`src/rtl/fetch_unit_pkg.sv`:
```
// fetch_unit_pkg: shared types and constants for the instruction fetch stage
//   addr_t/word_t  : 64-bit address and 32-bit instruction word
//   fetch_data_t   : {valid, pc, raw_instr} stream handed to decode
//   fetch_entry_t  : one buffered instruction (pc + word)
//   fetch_state_t  : FETCH (normal) / DROP (discard one wrong-path response)
package fetch_unit_pkg;
  typedef logic [63:0] addr_t;
  typedef logic [31:0] word_t;
  localparam addr_t PC_RESET_DEFAULT = 64'h0000_0000_8000_0000;
  typedef struct packed {
    logic  valid;
    addr_t pc;
    word_t raw_instr;
  } fetch_data_t;
  typedef struct packed {
    addr_t pc;
    word_t raw_instr;
  } fetch_entry_t;
  typedef enum logic {FETCH, DROP} fetch_state_t;
endpackage

```
`src/rtl/fetch_queue.sv`:
```
// fetch_queue: 2-entry in-order skid buffer between the instruction bus and decode
//   push/din  : append an entry (ignored when full and not popping)
//   pop       : drop the head (ignored when empty)
//   flush     : empty the queue; wins over push
//   head/count: oldest entry and current occupancy
module fetch_queue
  import fetch_unit_pkg::*;
(
  input  logic         clk,
  input  logic         reset,
  input  logic         push,
  input  logic         pop,
  input  logic         flush,
  input  fetch_entry_t din,
  output fetch_entry_t head,
  output logic [1:0]   count
);
  fetch_entry_t e0_q, e0_d, e1_q, e1_d;
  logic [1:0] cnt_q, cnt_d, slot;
  logic pop_ok, push_ok;
  always_comb begin
    pop_ok  = pop && cnt_q != 2'd0;
    // slot is where the new entry lands after the head has shifted out
    slot    = cnt_q - {1'b0, pop_ok};
    push_ok = push && slot != 2'd2;
    e0_d    = pop_ok ? e1_q : e0_q;
    e1_d    = e1_q;
    if (push_ok && slot == 2'd0) e0_d = din;
    if (push_ok && slot == 2'd1) e1_d = din;
    cnt_d   = flush ? 2'd0 : cnt_q + {1'b0, push_ok} - {1'b0, pop_ok};
  end
  always_ff @(posedge clk or posedge reset) begin
    if (reset) begin
      e0_q  <= '0;
      e1_q  <= '0;
      cnt_q <= 2'd0;
    end else begin
      e0_q  <= e0_d;
      e1_q  <= e1_d;
      cnt_q <= cnt_d;
    end
  end
  assign head  = e0_q;
  assign count = cnt_q;
endmodule

```
`src/rtl/fetch_unit.sv`:
```
// fetch_unit: IF stage - owns the PC, drives the instruction bus, buffers responses
//   ireq_valid/ireq_addr : registered request, held until iresp_data_ok
//   iresp_data_ok/data   : bus response (may arrive in the request's first cycle)
//   stallF               : decode not accepting dataF this cycle
//   redirect_valid/pc    : flush and restart at redirect_pc (word aligned)
//   dataF                : head of the fetch queue
module fetch_unit
  import fetch_unit_pkg::*;
#(
  parameter addr_t PC_RESET = PC_RESET_DEFAULT,
  parameter int    QDEPTH   = 2
) (
  input  logic        clk,
  input  logic        reset,
  output logic        ireq_valid,
  output logic [63:0] ireq_addr,
  input  logic        iresp_data_ok,
  input  logic [31:0] iresp_data,
  input  logic        stallF,
  input  logic        redirect_valid,
  input  logic [63:0] redirect_pc,
  output fetch_data_t dataF
);
  fetch_state_t state_q, state_d;
  addr_t pc_q, pc_d, addr_q, addr_d;
  logic req_q, req_d, push, pop;
  logic [1:0] count;
  logic [2:0] count_nxt;
  fetch_entry_t head;
  assign pop = count != 2'd0 && !stallF;
  always_comb begin
    state_d   = state_q;
    pc_d      = pc_q;
    req_d     = req_q;
    addr_d    = addr_q;
    push      = 1'b0;
    count_nxt = {1'b0, count};
    if (redirect_valid) begin
      pc_d    = redirect_pc & ~64'd3;
      // a request still waiting must complete on the bus, so remember to drop it
      state_d = (req_q && !iresp_data_ok) ? DROP : FETCH;
      req_d   = 1'b1;
      addr_d  = state_d == FETCH ? pc_d : addr_q;
    end else if (!(req_q && !iresp_data_ok)) begin
      push      = req_q && state_q == FETCH;
      pc_d      = push ? pc_q + 64'd4 : pc_q;
      state_d   = FETCH;
      count_nxt = {1'b0, count} + {2'b0, push} - {2'b0, pop};
      // launch only if the response is guaranteed a queue slot
      req_d     = count_nxt < 3'(QDEPTH);
      addr_d    = pc_d;
    end
  end
  always_ff @(posedge clk or posedge reset) begin
    if (reset) begin
      state_q <= FETCH;
      pc_q    <= PC_RESET;
      req_q   <= 1'b0;
      addr_q  <= '0;
    end else begin
      state_q <= state_d;
      pc_q    <= pc_d;
      req_q   <= req_d;
      addr_q  <= addr_d;
    end
  end
  fetch_queue u_queue (
    .clk   (clk),
    .reset (reset),
    .push  (push),
    .pop   (pop),
    .flush (redirect_valid),
    .din   ('{pc: pc_q, raw_instr: iresp_data}),
    .head  (head),
    .count (count)
  );
  assign ireq_valid = req_q;
  assign ireq_addr  = addr_q;
  assign dataF      = '{valid: count != 2'd0, pc: head.pc, raw_instr: head.raw_instr};
endmodule

```
`config.mk`:
```
export PLATFORM = sky130hd
export DESIGN_NAME = fetch_unit
export DESIGN_NICKNAME = d
export VERILOG_FILES = /design/src/rtl/fetch_unit_pkg.sv /design/src/rtl/fetch_queue.sv /design/src/rtl/fetch_unit.sv
export SDC_FILE = /design/constraint.sdc
export NUM_CORES = 1
export LEC_CHECK = 0
export CAP_MARGIN = 20
export CELL_PAD_IN_SITES_DETAIL_PLACEMENT = 1
export CELL_PAD_IN_SITES_GLOBAL_PLACEMENT = 2
export CORE_ASPECT_RATIO = 0.9
export CORE_UTILIZATION = 30
export DETAILED_ROUTE_END_ITERATION = 8
export GPL_TIMING_DRIVEN = 0
export HOLD_SLACK_MARGIN = 0.02
export PLACE_DENSITY = 0.87
export SYNTH_ARGS = -nofsm -noshare
export SYNTH_HDL_FRONTEND = slang
export SYNTH_SLANG_ARGS = --single-unit
```
`constraint.sdc`:
```
create_clock -name clk -period 10.7 [get_ports clk]
set_input_delay 1.605 -clock clk [delete_from_list [all_inputs] [get_ports clk]]
set_output_delay 1.605 -clock clk [all_outputs]
set_load 0.005 [all_outputs]
```
==> impl_results.md <==
* Status: complete, no violations
* Remaining global-route overflow at 0
* Post-synthesis sequential area ratio at 50.9%
* Post-Synthesis Cells at 1626
* Synth warn at 0
* Cts hold-fix bufs at 0
* Netlist cell types at 55
* Maximum clock frequency at 0.176 GHz
* Buffers on Ports at 260
* Die width at 245 um
* Layout cells sized above 1 at 14.3%
* CP max FO at 10
* Clock Latency Late Sink at 0.58 ns
* Layout Skew at 0.0228 ns
* Post_cts resized at 0
* Antenna violations before repair at 5
* Synth top area cells: dfrtp_1, mux2_2, nand2_1
* Total GRT Usage at 22.6%
* Area leader, netlist: dfrtp_1
* Syn nets at 1732
* Register area at 0.00811 mm^2
* P per Cell Area at 251 mW/mm^2
* DP Cell Count at 2577
* Ys async rst share at 100%
* Final min period at 5.68 ns
* Slew HR at 32.9%
* Htree depth at 2
* Post-route cell area at 0.0208 mm^2
* Fill count at 5871
* Post-synth EDFFs at 0
* Top FF cell, synth: dfrtp_1
* Setup Viol. Count Final at 0
* DP HPWL at 44.6 mm
* Starting density of the core at 30.6%
* Placement Rows at 79
* Max Cap Viol at 0
* Setup WS pre-CTS at 4.39 ns
* Startpoint class of the critical path: primary input
* CTS tree: built
* WP data required at 11.11 ns
* Worst Setup End Kind: register
* Fin cells at 2650
* Vias/cell at 5.18
* Num CTS Buffers at 39
* #FFs+latches synth at 324
* 1st-pass router iterations at 5
* Critical path class: in2reg
* Largest net degree at the start of global routing at 125
* DIE AREA at 0.0540 mm^2
* Worst Hold Margin at 0.488 ns
* Period utilisation layout at 53.1%
* Endpoints failing hold at 0
* Multi-input logic area at 0.00712 mm^2
* Vias in the first global route at 14500
* Worst-margin pin slew at 1.01 ns
* Post-CTS setup buffers at 0
* Worst setup margin at 5.02 ns
* Reg clk slew, reported paths at 0.06 ns
* Synth Cell Area at 0.0159 mm^2
* Area share of the largest cell type after synthesis at 50.8%
* Leakage at 8.45 nW
* Min-delay worst type: reg2reg
* Placed Area at 0.0195 mm^2
* Final Power at 0.00522 W
* Routed wire length per instance at 22.9 um
* Vias at 13700
* Nets at 2036
* CTS root buffer: clkbuf_16
* Final wirelength at 60.7 mm
* # DRC at 0
* Placer Congestion at 0.873
* P&R area growth vs syn at 30.4%
* Final slew viol count at 0
* Chip height at 221 um
* Critical Path AT at 6.08 ns
* IO Pins at 263
* Worst vdd ir at 0.136 mV
* Routed Antenna Nets at 0
* Clock Tree Buf Depth at 3
* Core box area at 0.0521 mm^2
* Initial DRC Count at 816
* Avg Cell Area, Syn at 9.79 um^2
* First-pass GRT wire length at 92.0 mm
* RSZ-0062 raised after global routing: false
* CTS sink count at 324
-- area by class of cell --
cell class	count	share of cell area, %
Timing Repair Buffer	263	12.8
Tap cell	688	4.14
Inverter	14	0.289
Clock buffer	55	5.32
Multi-Input combinational cell	1142	34.3
Antenna cell	4	0.0482
Sequential cell	324	39.0
Buffer	146	3.13
Clock inverter	14	0.952
-- sequential cells by signal (all words and copies together), names as in the netlist --
signal and count:
u_queue.head 96, pc_q 64, u_queue.count 2, u_queue.e1_q 96
ireq_valid 1, state_q 1, ireq_addr 64
-- final timing paths --
kind / from / end / slack (ns) / cells after the start
max: stallF / u_queue.head[11] / 5.02 / 14
min: ireq_addr[43] / ireq_addr[43] / 0.49 / 2
max reg2reg: u_queue.count[1] / u_queue.head[11] / 5.77 / 15
min reg2reg: ireq_addr[43] / ireq_addr[43] / 0.49 / 2
max in group asynchronous: reset / pc_q[6] / 7.94 / 3
min in group asynchronous: reset / u_queue.head[88] / 1.60 / 2
-- cells in the mapped netlist (all sizes together), types with 2 or more instances --
cell type / n
dfrtp: 323
nand2: 288
nor2: 165
mux2: 135
a31oi: 96
clkbuf: 84
buf: 62
o21ai: 62
xnor2: 59
xor2: 52
a21oi: 40
nand4: 33
nand3: 32
nor3: 31
or3: 30
nor4: 25
inv: 14
nand2b: 12
and3: 10
a21boi: 9
mux2i: 9
o31ai: 8
a221oi: 5
and4: 5
nor2b: 5
and2: 4
ha: 4
nand4b: 3
nor4b: 3
o31a: 3
a211oi: 2
a21o: 2
a221o: 2
-- per-stage QoR --
stage | utilization [%] | setup TNS [ns]
global placement | 37.2 | -1421.51
global route | 39.9 | 0
finish | 39.9 | 0
floorplan | - | 0
CTS | 39.9 | 0
detailed placement | 37.4 | 0
-- layer usage --
layer | track usage [%] | wire (um) | vias to the layer above
li1 | - | - | 6182
met1 | 30.4 | 27400 | 7052
met2 | 37.0 | 28300 | 378
met3 | 4.24 | 3390 | 97
met4 | 7.00 | 1610 | 6
met5 | 0 | 37 | -
-- worst max-delay path: stages --
cell,delay (ns)
clkdlybuf4s50_1,0.45
nand2b_1,0.10
clkbuf_1,0.75
inv_2,0.33
clkbuf_1,0.40
ha_1,0.33
inv_1,0.06
ha_1,0.27
or4_1,0.54
clkbuf_1,0.16
clkbuf_1,0.41
clkbuf_1,0.39
nor2_1,0.19
a31oi_1,0.06
-- cell usage in the layout (no fill, tap or decap), drive strengths merged, types with 3 or more instances in the layout --
| master | synthesis | layout |
|---|---|---|
| o21ai | 62 | 62 |
| a21boi | 9 | 9 |
| nor3 | 31 | 31 |
| buf | 62 | 65 |
| o31ai | 8 | 8 |
| nand3 | 32 | 32 |
| and3 | 10 | 10 |
| clkdlybuf4s50 | 0 | 260 |
| nor4b | 3 | 3 |
| and2 | 4 | 4 |
| a21oi | 40 | 40 |
| nand4 | 33 | 33 |
| dfrtp | 323 | 323 |
| nor2 | 165 | 165 |
| and4 | 5 | 5 |
| a221oi | 5 | 5 |
| nor4 | 25 | 25 |
| clkbuf | 84 | 139 |
| nand4b | 3 | 3 |
| diode | 0 | 4 |
| nand2 | 288 | 288 |
| nor2b | 5 | 5 |
| inv | 14 | 14 |
| mux2i | 9 | 9 |
| xor2 | 52 | 52 |
| mux2 | 135 | 135 |
| nand2b | 12 | 12 |
| bufinv | 0 | 4 |
| or3 | 30 | 30 |
| ha | 4 | 4 |
| clkinv | 0 | 8 |
| o31a | 3 | 3 |
| a31oi | 96 | 96 |
| xnor2 | 59 | 59 |
-- where the power goes --
group | internal [W] | switching (W)
Clock | 0.000819 | 0.000569
Sequential | 0.00169 | 0.000290
Combinational | 0.000932 | 0.000919
Total | 0.00344 | 0.00178
-- logic make-up after synthesis --
family	count (synthesis)	share of synthesized area, %
XOR/XNOR	111	6.10
AO/OA/AOI/OAI	233	8.73
flip-flops	324	50.9
AND/OR/NAND/NOR	649	19.3
multiplexers	144	10.1
adder cells (fa/ha/maj)	5	0.440
buffers and inverters	160	4.41
(Power assumes the default switching activity.)
